**config.mk**
```make
export PLATFORM = sky130hd
export DESIGN_NAME = bitbrick_seq_mac_flat
export DESIGN_NICKNAME = d
export VERILOG_FILES = /design/src/rtl/bitbrick_seq_mac_if.sv /design/src/rtl/bitbrick_seq_mac.sv /design/src/flat_wrapper.sv
export SDC_FILE = /design/constraint.sdc
export NUM_CORES = 1
export LEC_CHECK = 0
export ABC_AREA = 0
export BUFFER_PORTS_ARGS = -buffer_cell sky130_fd_sc_hd__buf_2
export CELL_PAD_IN_SITES_DETAIL_PLACEMENT = 1
export CELL_PAD_IN_SITES_GLOBAL_PLACEMENT = 2
export CORE_MARGIN = 1
export CORE_UTILIZATION = 34
export CTS_CLUSTER_SIZE = 25
export DETAILED_ROUTE_END_ITERATION = 7
export GPL_TIMING_DRIVEN = 0
export PLACE_DENSITY = 0.82
export SETUP_SLACK_MARGIN = 0.4
export SLEW_MARGIN = 10
export SYNTH_ARGS = -nofsm -noshare
export SYNTH_HDL_FRONTEND = slang
export SYNTH_SLANG_ARGS = --single-unit
export TNS_END_PERCENT = 10
```
**constraint.sdc**
```tcl
create_clock -name clk -period 8.7 [get_ports clk]
set_clock_uncertainty 0.2 [all_clocks]
set_input_delay 0.87 -clock clk [delete_from_list [all_inputs] [get_ports clk]]
set_output_delay 0.87 -clock clk [all_outputs]
set_load 0.05 [all_outputs]
```
**src/rtl/bitbrick_seq_mac_if.sv**
```systemverilog
// Operand/result bundle for bitbrick_seq_mac; slave is the MAC, master is the
// producer/consumer pair around it.
interface bitbrick_seq_mac_if #(
  parameter int W     = 8,
  parameter int ACC_W = 32
);
  // Both sides use strict valid/ready: a transfer happens on a rising edge
  // where valid and ready are both high; a source keeps valid and its payload
  // stable until that edge, and ready never waits on valid.
  logic             in_valid;
  logic             in_ready;
  logic [W-1:0]     a;
  logic [W-1:0]     b;
  logic             sign_a;
  logic             sign_b;
  logic [1:0]       bits_sel;
  logic             acc_clear;
  logic             out_valid;
  logic             out_ready;
  logic [ACC_W-1:0] result;

  modport master (
    output in_valid, a, b, sign_a, sign_b, bits_sel, acc_clear, out_ready,
    input  in_ready, out_valid, result
  );

  modport slave (
    input  in_valid, a, b, sign_a, sign_b, bits_sel, acc_clear, out_ready,
    output in_ready, out_valid, result
  );
endinterface

```
**src/rtl/bitbrick_seq_mac.sv**
```systemverilog
// Temporally fused MAC: one 2-bit bitbrick product per cycle into a local accumulator.
// Optional build macro BITBRICK_SEQ_SAT_EN makes every accumulate step saturate.
module bitbrick_seq_mac #(
  parameter int W     = 8,
  parameter int ACC_W = 32
) (
  input  logic                clk,
  input  logic                reset,
  bitbrick_seq_mac_if.slave   bus,
  output logic [1:0]          dbg_state
);

  typedef enum logic [1:0] {
    IDLE = 2'd0,
    RUN  = 2'd1,
    DONE = 2'd2
  } state_t;

  localparam logic [3:0] D_MAX = 4'(W / 2);

  state_t           state;
  logic [W-1:0]     a_r;
  logic [W-1:0]     b_r;
  logic             sa_r;
  logic             sb_r;
  logic [2:0]       d_last_r;
  logic [2:0]       i_r;
  logic [2:0]       j_r;
  logic [ACC_W-1:0] acc_r;
  logic             out_valid_r;

  logic [3:0]        d_req;
  logic [3:0]        d_cap;
  logic [1:0]        a_dig;
  logic [1:0]        b_dig;
  logic signed [2:0] a_ext;
  logic signed [2:0] b_ext;
  logic signed [5:0] prod;
  logic [4:0]        shamt;
  logic [ACC_W-1:0]  addend;
  logic [ACC_W-1:0]  acc_next;

  // Digit count D = N/2, with precisions wider than the operand port clamped.
  always_comb begin
    d_req = 4'd1 << bus.bits_sel;
    d_cap = (d_req > D_MAX) ? D_MAX : d_req;
  end

  always_comb begin
    a_dig = 2'b00;
    b_dig = 2'b00;
    for (int k = 0; k < W / 2; k++) begin
      if (i_r == 3'(k)) a_dig = a_r[2*k +: 2];
      if (j_r == 3'(k)) b_dig = b_r[2*k +: 2];
    end
  end

  // Only the top digit of a signed operand carries the sign; lower digits are magnitudes.
  assign a_ext  = {sa_r & (i_r == d_last_r) & a_dig[1], a_dig};
  assign b_ext  = {sb_r & (j_r == d_last_r) & b_dig[1], b_dig};
  assign prod   = a_ext * b_ext;
  assign shamt  = {1'b0, i_r, 1'b0} + {1'b0, j_r, 1'b0};
  assign addend = {{(ACC_W-6){prod[5]}}, prod} << shamt;

`ifdef BITBRICK_SEQ_SAT_EN
  logic [ACC_W:0] sum_ext;
  always_comb begin
    sum_ext = {acc_r[ACC_W-1], acc_r} + {addend[ACC_W-1], addend};
    if (sum_ext[ACC_W] != sum_ext[ACC_W-1])
      acc_next = sum_ext[ACC_W] ? {1'b1, {(ACC_W-1){1'b0}}} : {1'b0, {(ACC_W-1){1'b1}}};
    else
      acc_next = sum_ext[ACC_W-1:0];
  end
`else
  assign acc_next = acc_r + addend;
`endif

  always_ff @(posedge clk) begin
    if (reset) begin
      state       <= IDLE;
      a_r         <= '0;
      b_r         <= '0;
      sa_r        <= 1'b0;
      sb_r        <= 1'b0;
      d_last_r    <= '0;
      i_r         <= '0;
      j_r         <= '0;
      acc_r       <= '0;
      out_valid_r <= 1'b0;
    end else begin
      case (state)
        IDLE: begin
          if (bus.in_valid) begin
            a_r      <= bus.a;
            b_r      <= bus.b;
            sa_r     <= bus.sign_a;
            sb_r     <= bus.sign_b;
            d_last_r <= 3'(d_cap - 4'd1);
            i_r      <= '0;
            j_r      <= '0;
            if (bus.acc_clear) acc_r <= '0;
            state    <= RUN;
          end
        end
        RUN: begin
          acc_r <= acc_next;
          if (j_r == d_last_r) begin
            j_r <= '0;
            if (i_r == d_last_r) begin
              i_r         <= '0;
              out_valid_r <= 1'b1;
              state       <= DONE;
            end else begin
              i_r <= i_r + 3'd1;
            end
          end else begin
            j_r <= j_r + 3'd1;
          end
        end
        DONE: begin
          if (bus.out_ready) begin
            out_valid_r <= 1'b0;
            state       <= IDLE;
          end
        end
        default: state <= IDLE;
      endcase
    end
  end

  assign bus.in_ready  = (state == IDLE);
  assign bus.out_valid = out_valid_r;
  assign bus.result    = acc_r;
  assign dbg_state     = state;

endmodule

```
**src/flat_wrapper.sv**
```systemverilog
// flat-port wrapper written by rule: the top's interface ports become plain ports
module bitbrick_seq_mac_flat 
#(
  parameter int W     = 8,
  parameter int ACC_W = 32
)
  (clk, reset, dbg_state, bus_in_valid, bus_a, bus_b, bus_sign_a, bus_sign_b, bus_bits_sel, bus_acc_clear, bus_out_ready, bus_in_ready, bus_out_valid, bus_result);
  bitbrick_seq_mac_if #(.W(W), .ACC_W(ACC_W)) bus_i ();
  input  logic clk;
  input  logic reset;
  output logic [1:0] dbg_state;
  input wire logic [$bits(bus_i.in_valid)-1:0] bus_in_valid;
  input wire logic [$bits(bus_i.a)-1:0] bus_a;
  input wire logic [$bits(bus_i.b)-1:0] bus_b;
  input wire logic [$bits(bus_i.sign_a)-1:0] bus_sign_a;
  input wire logic [$bits(bus_i.sign_b)-1:0] bus_sign_b;
  input wire logic [$bits(bus_i.bits_sel)-1:0] bus_bits_sel;
  input wire logic [$bits(bus_i.acc_clear)-1:0] bus_acc_clear;
  input wire logic [$bits(bus_i.out_ready)-1:0] bus_out_ready;
  output wire logic [$bits(bus_i.in_ready)-1:0] bus_in_ready;
  output wire logic [$bits(bus_i.out_valid)-1:0] bus_out_valid;
  output wire logic [$bits(bus_i.result)-1:0] bus_result;
  assign bus_i.in_valid = bus_in_valid;
  assign bus_i.a = bus_a;
  assign bus_i.b = bus_b;
  assign bus_i.sign_a = bus_sign_a;
  assign bus_i.sign_b = bus_sign_b;
  assign bus_i.bits_sel = bus_bits_sel;
  assign bus_i.acc_clear = bus_acc_clear;
  assign bus_i.out_ready = bus_out_ready;
  assign bus_in_ready = bus_i.in_ready;
  assign bus_out_valid = bus_i.out_valid;
  assign bus_result = bus_i.result;
  bitbrick_seq_mac #(.W(W), .ACC_W(ACC_W)) u_core (.clk(clk), .reset(reset), .bus(bus_i), .dbg_state(dbg_state));
endmodule
```
==> impl_metrics.toml, run 1 <==
[worst_setup_path]
cp-end-kind = "register"
cp-start-kind = "register"
cp.arrival_ps = 7520
cp.buffers_inverters = 2
crit_slowest_cell = "dfxtp_1"
path_max_fanout = 10
critical_path_class = "register to register"
crit_family = "compound AO/OA/AOI/OAI gates"
worst_ep_required_time_ps = 8740
slowest_delay_ps = 520

[detailed_routing]
wl_per_cell_um = 17.07
dr_total_vias = 5074
drc = 0
drtAntennaViolNets = 0
wirelength_um = 15810
dr.pass1.iters = 4
viasPerCell = 5.479
drt_iter0_drc = 205

[layout]
area_delta_synth_final_pct = 16.69
drive_above_1_share_pct = 11.99
stdcell_count = 926
diodes = 0
layout.nets = 820

[floorplan]
die_h_um = 123.6
row_count = 44
coreArea_um2 = 14480
die_x_um = 123.6
io_pins = 61
dieArea_um2 = 15280
start_util_pct = 34.74

[logic_synthesis]
ys_types = 62
synth_common_cells = "nand2_1 (101), a21oi_1 (76), nor2_1 (65), dfxtp_1 (62), ha_1 (50)"
synth-main-ff-cell = "dfxtp_1"
netlist_instances = 668
syn_area_per_cell_um2 = 7.530
ys_seq_elements = 62
yosysWarnings = 0
syn_nets = 750
synth_largest_area_cell = "dfxtp_1"
post-synth-top-count-cell = "nand2_1"
syn-cell-area_um2 = 5030
synth_edf_count = 0
ys_seq_area_share_pct = 24.68
synthArstFlopShare_pct = 0
yosys.area.top_type_share_pct = 24.68
synth_area_leaders = "dfxtp_1 (25%), ha_1 (12%), a21oi_1 (7.6%), nand2_1 (7.5%), nor2_1 (4.9%)"

[power]
vdd_ir_drop_max_v = 0.00008885
power.leakage_nw = 2.567
power.density_nw_per_um2 = 140.8

[run]
cap_violations = 0

[status]
outcome = "finished, final reports clean"

[place]
place_congestion = 0.8729
dp_hpwl_um = 12500
dp.cells = 911
numPortBuffers = 59

[sta]
hold_viol = 0
post-route-period-util_pct = 86.00
setup-tns-final_ps = 0
fmax_mhz = 133.7
slew_headroom_pct = 41.22
min_period_ps = 7482
rsz0062_at_grt = "no"
slew_viol_final = 0
setup_viol = 0
worst_pin_slew_ps = 878.5

[global_route]
antenna_found_initial = 0
grt_pass1_wl_um = 26340
overflow = 0
grt_max_degree = 12
grt_pass1_vias = 5263
grt_usage_pct = 22.50

[clocking]
cts_root_buf = "clkbuf_16"
cts_tree = "built"
cts.path.max_buffers = 2
h-tree-depth = 3
clkLatencyLatePin_ps = 350
post-cts-setup-buffers = 0
clkTransAtPathRegs_ps = 50
cts_buffers = 9
clock_sinks = 62

[worst_hold_path]
hp-class = "register to register"
## state kept, by name, indices dropped and copies added (netlist names)
register and flops:
u_core.a_r 8, u_core.b_r 8, u_core.bus.out_valid 1, u_core.bus.result 32, u_core.d_last_r 3, u_core.dbg_state 2
u_core.i_r 3, u_core.j_r 3, u_core.sa_r 1, u_core.sb_r 1
## repair_timing
action	4_1_cts	5_1_grt
resized for setup	0	2
hold buffers	0	0
endpoints found under the setup margin	0	2
## cell type report
| type | instances | area, um2 |
|---|---|---|
| Fill cell | 1818 | 8610 |
| Multi-Input combinational cell | 558 | 3603 |
| Sequential cell | 62 | 1241 |
| Timing Repair Buffer | 59 | 295.3 |
| Tap cell | 184 | 230.2 |
| Clock buffer | 9 | 225.2 |
| Buffer | 30 | 118.9 |
| Clock inverter | 6 | 87.58 |
| Inverter | 18 | 67.56 |
## report_power, final
group / leakage (nW) / internal [mW] / switching, mW
Clock: 0.155 / 0.249 / 0.139
Sequential: 0.503 / 0.296 / 0.0105
Combinational: 1.91 / 0.0410 / 0.0918
Total: 2.57 / 0.585 / 0.241
## worst paths after layout
| path | start | end | slack [ps] | cells past startpoint |
|---|---|---|---|---|
| max | u_core.i_r[1] | u_core.bus.result[27] | 1220 | 28 |
| min | u_core.a_r[0] | u_core.a_r[0] | 260 | 2 |
| max reg2reg | u_core.i_r[1] | u_core.bus.result[27] | 1220 | 28 |
| min reg2reg | u_core.a_r[0] | u_core.a_r[0] | 260 | 2 |
## cells in the final DEF, fill, tap and decap left out, types with 3 or more instances in the layout
master,netlist,final
a211o_1,5,5
a211oi_1,8,8
a21o_1,13,13
a21oi_1,76,76
a22oi_1,17,17
a31oi_1,11,11
and2_1,7,7
and3_1,4,4
buf_2,1,60
clkbuf_1,27,26
clkbuf_16,0,9
dfxtp_1,62,62
fa_1,7,7
ha_1,50,50
inv_1,18,18
mux2i_1,6,6
nand2_1,101,101
nand2b_1,8,8
nand3_1,10,10
nand4_1,7,7
nor2_1,65,65
nor2b_1,7,7
nor3_1,13,13
nor3b_1,4,4
nor4_1,3,3
o211ai_1,5,5
o21a_1,5,5
o21ai_0,29,29
o21ai_1,14,14
o21bai_1,3,3
o221ai_1,3,3
o22ai_1,3,3
or2_2,5,5
xnor2_1,21,21
xor2_1,17,17
## worst register-to-register path, delay by kind of cell, from the launching register on
kind                     cells  cell delay (ps)
adder cells (fa/ha/maj)      6             1970
buffers and inverters        2              330
AND/OR/NAND/NOR              8             1790
flip-flops                   1              520
AO/OA/AOI/OAI               10             2220
XOR/XNOR                     2              350
## routing by layer
layer,vias to the layer above,wire length [um],track usage (%)
met3,20,624,4.258
met2,76,7222,35.87
met4,0,321,8.057
li1,2531,-,-
met1,2447,7638,30.10
met5,-,0,0
## metrics by stage
step / hold WS (ps) / setup WS (ps) / utilization, % / cell area (um2) / power, mW
floorplan: 231.2 / 2305 / - / 5030 / 0.4019
global placement: 247.2 / 1297 / 38.37 / 5555 / 0.4401
detailed placement: 250.4 / 1178 / 38.37 / 5555 / 0.4447
CTS: 263.0 / 1084 / 40.53 / 5868 / 0.8374
global route: 285.5 / 484.2 / 40.54 / 5869 / 0.8689
finish: 257.5 / 1218 / 40.54 / 5869 / 0.8266
## logic make-up after synthesis
| kind of cell | share of synthesized area, % |
|---|---|
| AO/OA/AOI/OAI | 26.29 |
| XOR/XNOR | 6.617 |
| adder cells (fa/ha/maj) | 15.22 |
| buffers and inverters | 3.681 |
| flip-flops | 24.68 |
| multiplexers | 1.418 |
| AND/OR/NAND/NOR | 22.09 |
Power figures use the tool's default switching activity.
==> run 2, diff against run 1 <==
Settings changed: RECOVER_POWER set to 50, SETUP_SLACK_MARGIN 0.4 to 0.1.
==> run 2 against run 1 <==
Combinational power hardly changed. Critical endpoint unchanged. Core utilization decreased by 0.26 points. Clock power is essentially flat.
==> impl_metrics.toml, run 2 (same netlist as run 1, synthesis figures left out) <==
[worst_setup_path]
cp.arrival_ps = 7600
critical_path_class = "register to register"
startpoint = "u_core.i_r[1]"
path_max_fanout = 10
r2r_cells = 27
cp-end-kind = "register"
cp-start-kind = "register"
worst_ep_required_time_ps = 8740
reg2reg_setup_slack_ps = 1140
slowest_delay_ps = 520
r2r_start = "u_core.i_r[1]"
crit_slowest_cell = "dfxtp_1"
critical_path.most_common_cell = "ha_1"
r2r_end = "u_core.bus.result[27]"

[clocking]
cts_root_buf = "clkbuf_16"
clkTransAtPathRegs_ps = 50
holdBufCountCts = 0
post-cts-setup-buffers = 0
cts_buffers = 9
clkLatencyLatePin_ps = 350
h-tree-depth = 3
clock_sinks = 62
cts.path.max_buffers = 2
cts_tree = "built"
cts_resized = 0

[worst_hold_path]
hp-start = "u_core.a_r[0]"
worstHoldPathCells = 2
hp-class = "register to register"
hold_path_end = "u_core.a_r[0]"

[place]
place_area_um2 = 5555
dp_slack_ps = 1178
place_congestion = 0.8729
numPortBuffers = 59
dp_hpwl_um = 12500

[sta]
hold_viol = 0
fin_hold_ws_ps = 257.5
fmax_mhz = 132.3
fin_ws_ps = 1141
post-route-period-util_pct = 86.89
rsz0062_at_grt = "no"
worst_pin_slew_ps = 881.2
slew_viol_final = 0
min_period_ps = 7559
slew_headroom_pct = 41.04
setup_viol = 0
setup-tns-final_ps = 0

[power]
p_int_mw = 0.5849
power.leakage_nw = 2.435
seqPwrFrac_pct = 37.0
switching_power_mw = 0.2414
power.density_nw_per_um2 = 141.7
switching_share_pct = 29.22
comb_power_share_pct = 16.0
vdd_ir_drop_max_v = 0.00008737
power_frac_clock_pct = 46.9

[floorplan]
row_count = 44
die_h_um = 123.6
die_x_um = 123.6
start_util_pct = 34.74
coreArea_um2 = 14480
dieArea_um2 = 15280
io_pins = 61

[global_route]
grt_pass1_wl_um = 26340
antenna_found_initial = 0
grt_pass1_vias = 5263
grt_usage_pct = 22.50
grt_max_degree = 12
overflow = 0

[detailed_routing]
drtAntennaViolNets = 0
drt_iter0_drc = 202
dr.pass1.iters = 4
dr_total_vias = 5071
drc = 0
wirelength_um = 15830
viasPerCell = 5.476
wl_per_cell_um = 17.10

[run]
cap_violations = 0

[layout]
fin_area_um2 = 5832
layout.nets = 820
layout_commonest_cell = "nand2_1"
largest_reg_flops = 32
diodes = 0
drive_above_1_share_pct = 7.951
final_cell_mix = "nand2_1 (101), a21oi_1 (76), nor2_1 (65)"
area_delta_synth_final_pct = 15.95
final_util_pct = 40.28

[status]
outcome = "finished, final reports clean"
[run 2: worst max-delay path: cells and delay by family, from the launching register on]
kind                     cells  cell delay [ps]
AO/OA/AOI/OAI               10             1970
adder cells (fa/ha/maj)      6             1930
AND/OR/NAND/NOR              7             1910
flip-flops                   1              520
buffers and inverters        2              510
XOR/XNOR                     2              410
[run 2: power by group through the flow]
stage / clock network, mW / logic (mW) / registers [mW]
2_1_floorplan: 0 / 0.0838 / 0.318
3_3_place_gp: 0 / 0.128 / 0.312
3_5_place_dp: 0 / 0.132 / 0.312
4_1_cts: 0.397 / 0.134 / 0.306
5_1_grt: 0.412 / 0.148 / 0.308
6_report: 0.388 / 0.132 / 0.306
[run 2: layout make-up]
class                      instances  area, um2
buffer                            30      117.6
clock buffer                       9      225.2
clock inverter                     6      87.58
fill                            1821       8647
inverter                          18      67.56
multi-input combinational        558       3603
sequential                        62       1241
tap                              184      230.2
timing repair buffer              59      259.0
[run 2: through the flow]
stage	cells	total power [mW]
after global placement	911	0.4401
final	926	0.8264
after floorplan	668	0.4019
after CTS	926	0.8374
after detailed placement	911	0.4447
after global routing	926	0.8684
[run 2: worst max-delay path by stage]
stage | end | slack [ps] | cells past startpoint
final | u_core.bus.result[27] | 1140 | 27
after global routing | u_core.bus.result[31] | 350 | 28
after CTS | u_core.bus.result[31] | 1080 | 26
after detailed placement | u_core.bus.result[31] | 1180 | 26
after global placement | u_core.bus.result[27] | 1300 | 25
after floorplan | u_core.bus.result[27] | 2300 | 28
[run 2: per-layer routing]
layer | share of wire (%) | up-vias | GRT usage (%)
li1 | - | 2531 | -
met1 | 49 | 2447 | 30.10
met2 | 46 | 75 | 35.87
met3 | 3.7 | 18 | 4.258
met4 | 1.8 | 0 | 8.057
met5 | 0 | - | 0
